$ cat src/rtl/shreg_pkg.sv
// Shared types and helpers for the shreg_ms multi-stage shift register.
// Latency: n/a (package only).
// Backpressure: n/a (package only).
//
// Contents:
//   shreg_mode_t : operation select encoding (hold / forward / backward / load)
//   fill_w()     : width of the fill counter for a given depth
package shreg_pkg;

    typedef enum logic [1:0] {
        MODE_HOLD = 2'b00,
        MODE_FWD  = 2'b01,
        MODE_BWD  = 2'b10,
        MODE_LOAD = 2'b11
    } shreg_mode_t;

    // Counter must represent 0..depth inclusive, hence depth+1 values.
    function automatic int fill_w(input int depth);
        return (depth < 1) ? 1 : $clog2(depth + 1);
    endfunction

endpackage

$ cat src/rtl/shreg_stage.sv
// One WIDTH-bit master-slave stage cell with a 4:1 next-value mux.
// Latency: 1 clk from mux input to q.
// Backpressure: none; en=0 holds the stored word.
//
// Ports:
//   clk      : clock, rising edge
//   rst      : synchronous reset, active-high, clears q
//   en       : update enable; 0 holds
//   sel      : next-value select (hold / left neighbour / right neighbour / load)
//   i_left   : value arriving on a forward shift
//   i_right  : value arriving on a backward shift
//   i_load   : parallel load value
//   o_q      : stored word
module shreg_stage
    import shreg_pkg::*;
#(
    parameter int WIDTH = 8
) (
    input  logic             clk,
    input  logic             rst,
    input  logic             en,
    input  shreg_mode_t      sel,
    input  logic [WIDTH-1:0] i_left,
    input  logic [WIDTH-1:0] i_right,
    input  logic [WIDTH-1:0] i_load,
    output logic [WIDTH-1:0] o_q
);

    logic [WIDTH-1:0] r_q;
    logic [WIDTH-1:0] w_next;

    always_comb begin
        w_next = r_q;
        case (sel)
            MODE_HOLD: w_next = r_q;
            MODE_FWD:  w_next = i_left;
            MODE_BWD:  w_next = i_right;
            MODE_LOAD: w_next = i_load;
            default:   w_next = r_q;
        endcase
    end

    always_ff @(posedge clk) begin
        if (rst) begin
            r_q <= '0;
        end else if (en) begin
            r_q <= w_next;
        end
    end

    assign o_q = r_q;

endmodule

$ cat src/rtl/shreg_ms.sv
// Parametrised DEPTH x WIDTH shift register (hold/fwd/bwd/load, optional rotate) with saturating fill count.
// Latency: 1 clk per operation; sin_f->sout_f and sin_b->sout_b take DEPTH shift edges, pin->pout 1 edge.
// Backpressure: none; en=0 freezes all stages and the fill counter.
//
// Build option: define SHREG_ROTATE_EN to make rot=1 turn FWD/BWD shifts into rotates.
// Without it the rotate muxing is absent and rot is ignored; the port list is the same.
//
// Ports:
//   clk, rst   : clock and synchronous active-high reset
//   en         : operation enable (0 = hold)
//   mode       : shreg_mode_t encoding (00 hold, 01 fwd, 10 bwd, 11 load)
//   rot        : rotate select for shifts
//   sin_f/b    : serial inputs for forward (into stage 0) / backward (into stage DEPTH-1)
//   pin        : parallel load data, stage i at [i*WIDTH +: WIDTH]
//   sout_f/b   : stage DEPTH-1 / stage 0
//   pout       : all stages, stage i at [i*WIDTH +: WIDTH]
//   fill, full : words written since reset (saturates at DEPTH), fill == DEPTH
module shreg_ms
    import shreg_pkg::*;
#(
    parameter int WIDTH = 8,
    parameter int DEPTH = 4
) (
    input  logic                         clk,
    input  logic                         rst,
    input  logic                         en,
    input  logic [1:0]                   mode,
    input  logic                         rot,
    input  logic [WIDTH-1:0]             sin_f,
    input  logic [WIDTH-1:0]             sin_b,
    input  logic [DEPTH*WIDTH-1:0]       pin,
    output logic [WIDTH-1:0]             sout_f,
    output logic [WIDTH-1:0]             sout_b,
    output logic [DEPTH*WIDTH-1:0]       pout,
    output logic [fill_w(DEPTH)-1:0]     fill,
    output logic                         full
);

    localparam int FW = fill_w(DEPTH);
    localparam logic [FW-1:0] DEPTH_C = FW'(DEPTH);

    shreg_mode_t      w_mode;
    logic             w_rot;
    logic [WIDTH-1:0] w_stage [DEPTH];
    logic [FW-1:0]    r_fill;

    assign w_mode = shreg_mode_t'(mode);

`ifdef SHREG_ROTATE_EN
    assign w_rot = rot;
`else
    // Rotate disabled: rot is still referenced so the port stays live, but is forced low.
    assign w_rot = rot & 1'b0;
`endif

    // Stage array. End stages take either the serial input or, when rotating,
    // the word from the opposite end. For DEPTH=1 a rotate feeds the stage its
    // own value, which leaves it unchanged.
    for (genvar i = 0; i < DEPTH; i++) begin : g_stage
        logic [WIDTH-1:0] w_left;
        logic [WIDTH-1:0] w_right;

        if (i == 0) begin : g_left_end
            assign w_left = w_rot ? w_stage[DEPTH-1] : sin_f;
        end else begin : g_left_mid
            assign w_left = w_stage[i-1];
        end

        if (i == DEPTH-1) begin : g_right_end
            assign w_right = w_rot ? w_stage[0] : sin_b;
        end else begin : g_right_mid
            assign w_right = w_stage[i+1];
        end

        shreg_stage #(
            .WIDTH (WIDTH)
        ) u_stage (
            .clk     (clk),
            .rst     (rst),
            .en      (en),
            .sel     (w_mode),
            .i_left  (w_left),
            .i_right (w_right),
            .i_load  (pin[i*WIDTH +: WIDTH]),
            .o_q     (w_stage[i])
        );

        assign pout[i*WIDTH +: WIDTH] = w_stage[i];
    end

    // Fill counts words entering from outside. A rotate only recirculates
    // stored words, so it leaves fill alone. Saturates at DEPTH; never wraps.
    always_ff @(posedge clk) begin
        if (rst) begin
            r_fill <= '0;
        end else if (en) begin
            case (w_mode)
                MODE_LOAD: r_fill <= DEPTH_C;
                MODE_FWD,
                MODE_BWD: begin
                    if (!w_rot && (r_fill != DEPTH_C)) begin
                        r_fill <= r_fill + 1'b1;
                    end
                end
                default: r_fill <= r_fill;
            endcase
        end
    end

    assign sout_f = w_stage[DEPTH-1];
    assign sout_b = w_stage[0];
    assign fill   = r_fill;
    assign full   = (r_fill == DEPTH_C);

endmodule

$ cat config.mk
export PLATFORM = sky130hd
export DESIGN_NAME = shreg_ms
export DESIGN_NICKNAME = d
export VERILOG_FILES = /design/src/rtl/shreg_pkg.sv /design/src/rtl/shreg_stage.sv /design/src/rtl/shreg_ms.sv
export SDC_FILE = /design/constraint.sdc
export NUM_CORES = 1
export LEC_CHECK = 0
export ABC_CLOCK_PERIOD_IN_PS = 1400
export BUFFER_PORTS_ARGS = -buffer_cell sky130_fd_sc_hd__buf_4
export CORE_MARGIN = 10
export CORE_UTILIZATION = 46
export DETAILED_ROUTE_END_ITERATION = 16
export MAX_ROUTING_LAYER = met4
export PLACE_DENSITY = 0.82
export SYNTH_ARGS = -nofsm -noshare
export SYNTH_HDL_FRONTEND = slang
export SYNTH_SLANG_ARGS = --single-unit
$ cat constraint.sdc
create_clock -name clk -period 1.4 [get_ports clk]
set_input_delay 0 -clock clk [delete_from_list [all_inputs] [get_ports clk]]
set_output_delay 0 -clock clk [all_outputs]
set_load 0.02 [all_outputs]
==> flow_summary_export.csv, run 1 <==
group,metric,value,unit
outcome,outcome,"completed",
sta,tightest_slew,537,ps
yosys,synthDistinctLibCells,23,
yosys,syn_inst,226,
clocking,numCtsBuffers,5,
global_routing,grt_pass1_wl,10400,um
worst_setup_path,worst-r2r-setup-slack,130,ps
global_routing,grt_pass1_vias,2076,
worst_setup_path,cp_slowest_cell,"dfxtp_1",
cells_and_area,drive_gt1_share,49.4,%
cells_and_area,finalNonFillerCells,362,
routing,ant_nets,0,
sta,max_clock_freq,781,MHz
place,gp_congestion,0.773,
cells_and_area,final_cell_mix,"buf_4 (110), dfxtp_1 (35), nand2_1 (32), a22oi_1 (32), nor2_1 (32)",
clocking,clk_pin_slew,80,ps
routing,wl_per_cell,18.1,um
worst_setup_path,path_cells,"inv_1, ha_1, and2_1, buf_4",
clocking,htree_levels,2,
floorplan,boundaryPins,106,
worst_setup_path,cp_data_arrival_time,1280,ps
floorplan,die_w,87.2,um
place,dp.final_hpwl,5090,um
min_path,min_path_cells,3,
worst_setup_path,cpPeakStageDelay,370,ps
global_routing,grt_max_degree,36,
worst_setup_path,r2r_end,"fill[2]$_SDFFE_PP0P_",
sta,rsz0062_at_grt,"false",
sta,hold_violations,0,
sta,period_minus_slack,1280,ps
sta,maxSlewHeadroom,64.2,%
worst_setup_path,r2r_cells,5,
pwr,power,2.77,mW
yosys,synth_seq_cells,35,
job,maxCapViolCount,0,
floorplan,core,0.00435,mm2
sta,post-route-period-util,91.4,%
yosys,synth_warnings,0,
cells_and_area,layout_commonest_cell,"buf_4",
worst_setup_path,cp_max_fo,4,
clocking,clock_latency,290,ps
worst_setup_path,endpoint_kind,"output port",
clocking,tritoncts,"done",
pwr,power_density,960,mW/mm2
routing,via_per_inst,5.59,
place,dp_cells,354,
floorplan,initial_core_util,47.7,%
cells_and_area,post-route-util,66.2,%
sta,setup_viol,0,
pwr,p_leak,1.21,nW
yosys,yosysSeqAreaShare,33.7,%
min_path,whs_endpoint,"g_stage[0].u_stage.o_q[1]$_SDFFE_PP0P_",
floorplan,die-area,0.00760,mm2
worst_setup_path,critical_path_class,"flip-flop to output port",
yosys,syn_area,0.00208,mm2
cells_and_area,n_fill_cell,363,
floorplan,num_rows,24,
clocking,ctsHoldBuffers,0,
sta,final_max_slew_viol_count,0,
worst_setup_path,required,1400,ps
place,io_buffers,104,
clocking,clock_path_buffers,2,
worst_setup_path,reg2reg_from,"fill[0]$_SDFFE_PP0P_",
routing,drc,0,
routing,via_count,2023,
sta,tns,0,ps
worst_setup_path,path_delay_family,"flip-flops",
yosys,synth.avg_cell_area,9.19,um2
cells_and_area,diodes,0,
routing,routed_wl,6570,um
min_path,hold_start,"sin_f[1]",
cells_and_area,final_nets,368,
pwr,ir_drop,0.592,mV
routing,drt_first_pass_iters,5,
global_routing,grt_overflow_total,0,
worst_setup_path,critPathLaunchType,"flip-flop",
clocking,clkSinkCount,35,
sta,clock_skew,6.60,ps
min_path,hp-class,"input port to flip-flop",
global_routing,grt_usage,17.3,%
global_routing,antenna_found_initial,0,
yosys,syn-num-nets,285,
cells_and_area,syn2layout_area_growth,38.7,%
floorplan,fp.dieH,87.2,um
clocking,clockRootBuffer,"clkbuf_8",
routing,drt_iter0_drc,122,
worst_setup_path,cp_num_buf_inv,2,
==> cell families (layout without fill, tap and decap cells) <==
group           count (synthesis)  in the layout  share of synthesized area (%)
compound gates                 71             71                           35.4
simple gates                   72             72                           14.3
buf+inv                        43            127                           13.6
fa+ha+maj                       5              5                           3.01
flops                          35             35                           33.7
==> flip-flops by register name, summed over array words and instances, names as in the netlist <==
signal,count
g_stage.u_stage.o_q,32
fill,3
==> power breakdown <==
| part | switching [mW] | total (mW) | internal [mW] |
|---|---|---|---|
| sequential | 0.0858 | 1.16 | 1.07 |
| combinational | 0.465 | 0.869 | 0.404 |
| clock | 0.392 | 0.738 | 0.346 |
==> per-stage QoR <==
stage	cell area (um2)	setup slack [ps]	hold slack [ps]
3_3_place_gp	2790	212	307
5_1_grt	2880	10.4	12.9
6_report	2880	120	9.14
3_5_place_dp	2790	127	311
2_1_floorplan	2080	151	165
4_1_cts	2880	111	2.76
==> synth_stat cells (all sizes together) <==
master | number | share of area (%)
nand3 | 1 | 0.24
a221oi | 1 | 0.42
and2 | 1 | 0.30
nand4 | 2 | 0.60
ha | 5 | 3.0
a311oi | 32 | 22
nand2 | 32 | 5.8
and2b | 1 | 0.36
nand4b | 1 | 0.42
and3 | 1 | 0.30
dfxtp | 35 | 34
buf | 37 | 12
nor2 | 33 | 6.3
a22oi | 32 | 12
inv | 5 | 0.90
o21ai | 4 | 0.96
a21oi | 2 | 0.48
clkbuf | 1 | 0.24
==> worst min-delay path: stages <==
cell and delay (ps):
buf_4 110, nand2_1 60, a311oi_2 80
==> how the worst max path moves through the flow <==
stage                                              to  depth (start not counted)  slack, ps            startpoint
2_1_floorplan                    fill[0]$_SDFFE_PP0P_                          5        150  fill[0]$_SDFFE_PP0P_
3_3_place_gp   g_stage[2].u_stage.o_q[1]$_SDFFE_PP0P_                          7        210               mode[0]
3_5_place_dp                     fill[2]$_SDFFE_PP0P_                          5        130  fill[0]$_SDFFE_PP0P_
4_1_cts                                          full                          4        110  fill[0]$_SDFFE_PP0P_
5_1_grt                          fill[2]$_SDFFE_PP0P_                          5         10  fill[0]$_SDFFE_PP0P_
6_report                                         full                          4        120  fill[0]$_SDFFE_PP0P_
==> what timing repair did <==
item                                    in CTS  in global routing
setup buffers                                0                  0
resized for setup                            0                  1
endpoints found under the setup margin       0                  1
==> final cells by class <==
| type | count | area [um2] | share of cell area, % |
|---|---|---|---|
| Timing Repair Buffer | 114 | 906 | 31.4 |
| Inverter | 5 | 18.8 | 0.651 |
| Clock buffer | 5 | 68.8 | 2.39 |
| Tap cell | 52 | 65.1 | 2.26 |
| Sequential cell | 35 | 701 | 24.3 |
| Multi-Input combinational cell | 148 | 1100 | 38.3 |
| Clock inverter | 3 | 20.0 | 0.695 |
==> layer usage <==
layer	GRT usage, %	vias up	part of all wire [%]
met1	19.5	963	41
met5	-	-	0
met2	29.3	69	52
met4	5.36	0	0.78
met3	4.40	5	6.6
li1	-	986	-
Power figures use the tool's default switching activity.
==> inputs of run 2 (changes only) <==
--- a/config.mk
+++ b/config.mk
@@ -7,6 +7,7 @@
 export LEC_CHECK = 0
 export ABC_CLOCK_PERIOD_IN_PS = 1400
 export BUFFER_PORTS_ARGS = -buffer_cell sky130_fd_sc_hd__buf_4
+export CORE_ASPECT_RATIO = 0.75
 export CORE_MARGIN = 10
 export CORE_UTILIZATION = 46
 export DETAILED_ROUTE_END_ITERATION = 16
==> flow_summary_export.csv, run 2 (synthesis results as in run 1) <==
group,metric,value,unit
worst_setup_path,r2r_cells,5,
place,io_buffers,104,
cells_and_area,largest_reg_flops,32,
floorplan,die-area,0.00763,mm2
floorplan,boundaryPins,106,
clocking,tritoncts,"done",
pwr,p_leak,1.22,nW
clocking,htree_levels,2,
sta,setup_viol,0,
min_path,hp-class,"input port to flip-flop",
global_routing,antenna_found_initial,0,
worst_setup_path,endpoint_kind,"flip-flop",
worst_setup_path,cpPeakStageDelay,390,ps
global_routing,grt_max_degree,36,
sta,rsz0062_at_grt,"false",
worst_setup_path,worst-r2r-setup-slack,100,ps
sta,tns,0,ps
sta,tightest_slew,551,ps
sta,max_clock_freq,767,MHz
clocking,clock_latency,280,ps
worst_setup_path,critPathLaunchType,"flip-flop",
routing,dr_wl_met2,3180,um
clocking,numCtsBuffers,5,
clocking,cts_setup_buffers,0,
clocking,clk_pin_slew,70,ps
worst_setup_path,path_cells,"inv_1, ha_1, and3_1, o21ai_0, a21oi_1",
global_routing,grt_pass1_wl,10400,um
routing,ant_nets,0,
routing,drt_first_pass_iters,4,
pwr,ir_drop,0.588,mV
place,gp_congestion,0.795,
floorplan,num_rows,21,
routing,routed_wl,6360,um
sta,whs,13.3,ps
sta,period_minus_slack,1300,ps
routing,via_per_inst,5.55,
cells_and_area,drive_gt1_share,49.2,%
clocking,postCtsResizedCells,0,
floorplan,initial_core_util,47.1,%
global_routing,grt_overflow_total,0,
pwr,power_density,943,mW/mm2
worst_setup_path,required,1550,ps
clocking,ctsHoldBuffers,0,
routing,met1Wirelength,2760,um
clocking,clock_path_buffers,2,
worst_setup_path,reg2reg_from,"fill[0]$_SDFFE_PP0P_",
routing,drt_iter0_drc,89,
worst_setup_path,r2r_end,"fill[1]$_SDFFE_PP0P_",
outcome,outcome,"completed",
cells_and_area,layout_commonest_cell,"buf_4",
floorplan,core,0.00441,mm2
routing,wl_met3,391,um
floorplan,fp.dieH,78.2,um
sta,hold_violations,0,
pwr,power,2.73,mW
worst_setup_path,cp_slowest_cell,"dfxtp_1",
cells_and_area,final_cell_mix,"buf_4 (110), dfxtp_1 (35), nand2_1 (32), a22oi_1 (32), nor2_1 (32)",
sta,maxSlewHeadroom,63.3,%
cells_and_area,final_nets,369,
routing,via_count,2044,
worst_setup_path,critical_path_class,"flip-flop to flip-flop",
global_routing,grt_usage,16.3,%
job,maxCapViolCount,0,
sta,final_max_slew_viol_count,0,
routing,top_layer_used,"met4",
global_routing,grt_pass1_vias,2164,
cells_and_area,syn2layout_area_growth,39.5,%
place,placed_area,0.00281,mm2
worst_setup_path,cp_max_fo,4,
cells_and_area,diodes,0,
sta,clock_skew,5.01,ps
place,dp.final_hpwl,4940,um
sta,post-route-period-util,93.2,%
cells_and_area,post-route-util,65.6,%
floorplan,die_w,97.6,um
clocking,clkSinkCount,35,
worst_setup_path,endpoint,"fill[1]$_SDFFE_PP0P_",
routing,drc,0,
cells_and_area,design_area,0.00290,mm2
clocking,clockRootBuffer,"clkbuf_8",
routing,wl_per_cell,17.3,um
worst_setup_path,critical_path.startpoint,"fill[0]$_SDFFE_PP0P_",
worst_setup_path,cp_data_arrival_time,1450,ps
[run 2: routing by layer]
metal | global-route usage (%) | up-vias
met5 | - | -
met4 | 3.19 | 0
met3 | 5.16 | 2
met2 | 27.4 | 72
met1 | 19.0 | 981
li1 | - | 989
[run 2: worst min path at each step]
| stage | from | cells after the start | slack [ps] | end |
|---|---|---|---|---|
| detailed placement | sin_f[5] | 3 | 320 | g_stage[0].u_stage.o_q[5]$_SDFFE_PP0P_ |
| global placement | sin_f[2] | 3 | 310 | g_stage[0].u_stage.o_q[2]$_SDFFE_PP0P_ |
| finish | sin_f[6] | 3 | 10 | g_stage[0].u_stage.o_q[6]$_SDFFE_PP0P_ |
| floorplan | en | 2 | 160 | fill[0]$_SDFFE_PP0P_ |
| global route | sin_f[3] | 3 | 10 | g_stage[0].u_stage.o_q[3]$_SDFFE_PP0P_ |
| CTS | sin_f[6] | 3 | 10 | g_stage[0].u_stage.o_q[6]$_SDFFE_PP0P_ |
[run 2: critical path, delay by kind of cell (launching register included)]
kind	cells	cell delay, ps
AOI/OAI and AO/OA	2	280
adders and majority gates	1	240
buffers and inverters	1	70
DFF	1	390
and+or+nand+nor	1	190
[run 2: stage by stage]
step / setup slack (ps) / instances
after floorplan: 151 / 226
after global placement: 158 / 360
after detailed placement: 109 / 360
after CTS: 102 / 368
after global routing: 3.48 / 368
final: 95.8 / 368
[run 2: power by group]
part | switching [mW] | total [mW] | internal (mW)
Clock | 0.358 | 0.698 | 0.340
Sequential | 0.0872 | 1.16 | 1.07
Combinational | 0.461 | 0.873 | 0.411
[run 2: cell type report]
type                       instances  area [um2]
sequential                        35         701
inverter                           5        18.8
tap                               57        71.3
clock buffer                       5        68.8
fill                             380        1520
multi-input combinational        148        1100
clock inverter                     3        15.0
timing repair buffer             115         926
==> inputs of run 3 (changes only) <==
--- a/config.mk
+++ b/config.mk
@@ -5,7 +5,7 @@
 export SDC_FILE = /design/constraint.sdc
 export NUM_CORES = 1
 export LEC_CHECK = 0
-export ABC_CLOCK_PERIOD_IN_PS = 1400
+export ABC_CLOCK_PERIOD_IN_PS = 1200
 export BUFFER_PORTS_ARGS = -buffer_cell sky130_fd_sc_hd__buf_4
 export CORE_ASPECT_RATIO = 0.75
 export CORE_MARGIN = 10
==> constraint.sdc (replaced) <==
create_clock -name clk -period 1.2 [get_ports clk]
set_input_delay 0 -clock clk [delete_from_list [all_inputs] [get_ports clk]]
set_output_delay 0 -clock clk [all_outputs]
set_load 0.02 [all_outputs]
==> flow_summary_export.csv, run 3 (synthesis results as in run 1) <==
group,metric,value,unit
place,io_buffers,104,
worst_setup_path,critPathLaunchType,"flip-flop",
pwr,p_sw,1.12,mW
sta,tightest_slew,531,ps
pwr,pwr-share-comb,28.2,%
pwr,switching_share,30.3,%
global_routing,grt_usage,16.7,%
floorplan,die_w,97.6,um
pwr,power_density,1230,mW/mm2
sta,maxSlewHeadroom,64.6,%
cells_and_area,n_fill_cell,375,
floorplan,initial_core_util,47.1,%
worst_setup_path,reg2reg_from,"fill[0]$_SDFFE_PP0P_",
clocking,tritoncts,"done",
routing,drt_iter0_drc,127,
worst_setup_path,critical_path_class,"flip-flop to output port",
global_routing,grt_pass1_wl,10600,um
cells_and_area,syn2layout_area_growth,44.2,%
min_path,hold_start,"sin_f[3]",
sta,setup_viol,0,
sta,tns,0,ps
clocking,clk_pin_slew,80,ps
global_routing,use_met1,19.3,%
floorplan,core,0.00441,mm2
clocking,numCtsBuffers,5,
cells_and_area,final_cell_mix,"buf_4 (112), dfxtp_1 (33), nand2_1 (32), a22oi_1 (32), nor2_1 (32)",
floorplan,num_rows,21,
place,gp_congestion,0.742,
routing,ant_nets,0,
cells_and_area,final_nets,372,
sta,clock_skew,8.04,ps
sta,rsz0062_at_grt,"false",
routing,routed_wl,6700,um
outcome,outcome,"completed",
global_routing,use_met3,4.20,%
routing,via_per_inst,5.60,
clocking,clock_latency,300,ps
worst_setup_path,cp_slowest_cell,"dfxtp_2",
worst_setup_path,endpoint_kind,"output port",
pwr,pwr-share-clk,35.0,%
cells_and_area,layout_commonest_cell,"buf_4",
worst_setup_path,path_cells,"inv_1, ha_4, and2_1, buf_6",
sta,post-route-period-util,95.2,%
floorplan,die-area,0.00763,mm2
clocking,htree_levels,2,
place,dp.final_hpwl,5050,um
floorplan,boundaryPins,106,
sta,period_minus_slack,1140,ps
global_routing,grt_pass1_vias,2217,
worst_setup_path,required,1200,ps
sta,max_clock_freq,875,MHz
global_routing,busiest_layer,"met2",
global_routing,antenna_found_initial,0,
cells_and_area,diodes,0,
worst_setup_path,cp_data_arrival_time,1140,ps
sta,final_max_slew_viol_count,0,
global_routing,use_met2,27.9,%
cells_and_area,post-route-util,67.8,%
pwr,p_leak,1.25,nW
clocking,clockRootBuffer,"clkbuf_8",
pwr,ir_drop,0.586,mV
routing,drc,0,
clocking,clock_path_buffers,2,
worst_setup_path,cpPeakStageDelay,330,ps
routing,via_count,2079,
worst_setup_path,critical_path.startpoint,"fill[0]$_SDFFE_PP0P_",
cells_and_area,drive_gt1_share,51.3,%
pwr,internal_power,2.57,mW
routing,drt_first_pass_iters,4,
floorplan,fp.dieH,78.2,um
sta,hold_violations,0,
global_routing,grt_overflow_total,0,
clocking,clkSinkCount,35,
cells_and_area,largest_reg_flops,32,
min_path,hp-class,"input port to flip-flop",
worst_setup_path,cp_max_fo,4,
routing,wl_per_cell,18.0,um
job,maxCapViolCount,0,
pwr,seqPwrFrac,36.8,%
global_routing,grt_max_degree,36,
clocking,ctsHoldBuffers,0,
run 3: final timing paths:
path,cells after the start,end,slack [ps]
max,4,full,60
max reg2reg,5,fill[2]$_SDFFE_PP0P_,100
min,3,g_stage[0].u_stage.o_q[3]$_SDFFE_PP0P_,0.5
min reg2reg,2,g_stage[1].u_stage.o_q[3]$_SDFFE_PP0P_,540
run 3: critical path, delay by kind of cell (launching register included):
| family | cells | cell delay [ps] |
|---|---|---|
| flops | 1 | 330 |
| buf+inv | 2 | 200 |
| fa+ha+maj | 1 | 170 |
| simple gates | 1 | 160 |
run 3: layout make-up:
type                       instances  area, um2  area share, %
multi-input combinational        148       1120           37.4
timing repair buffer             118        943           31.5
clock buffer                       5       68.8           2.30
clock inverter                     3       67.6           2.26
inverter                           5       18.8          0.627
tap                               57       71.3           2.38
sequential                        35        703           23.5
run 3: power by group through the flow:
stage          Clock, mW  Sequential (mW)  Combinational, mW
5_1_grt             1.33             1.37               1.12
4_1_cts             1.29             1.35               1.04
2_1_floorplan          0             1.47              0.526
3_3_place_gp           0             1.38               1.00
6_report            1.29             1.36               1.04
3_5_place_dp           0             1.38               1.03
run 3: layer usage:
metal	vias up	share of wire [%]	routed length (um)
li1	994	-	-
met1	993	44	2930
met2	77	49	3300
met3	15	5.0	335
met4	0	2.1	138
met5	-	0	0
run 3: through the flow:
stage	setup WS [ps]	area, um2	power (mW)	hold WS [ps]	std cells
detailed placement	-28.7	2810	2.41	314	361
CTS	4.42	2960	3.68	6.31	371
global route	15.0	2990	3.83	14.6	371
global placement	32.3	2810	2.38	308	361
finish	57.3	2990	3.69	0.471	371
floorplan	43.2	2080	1.99	156	226
run 3: what timing repair did:
item | 4_1_cts | 5_1_grt
pin swaps | 0 | 2
resized for setup | 0 | 10
setup buffers | 2 | 0
setup endpoints to repair | 1 | 4
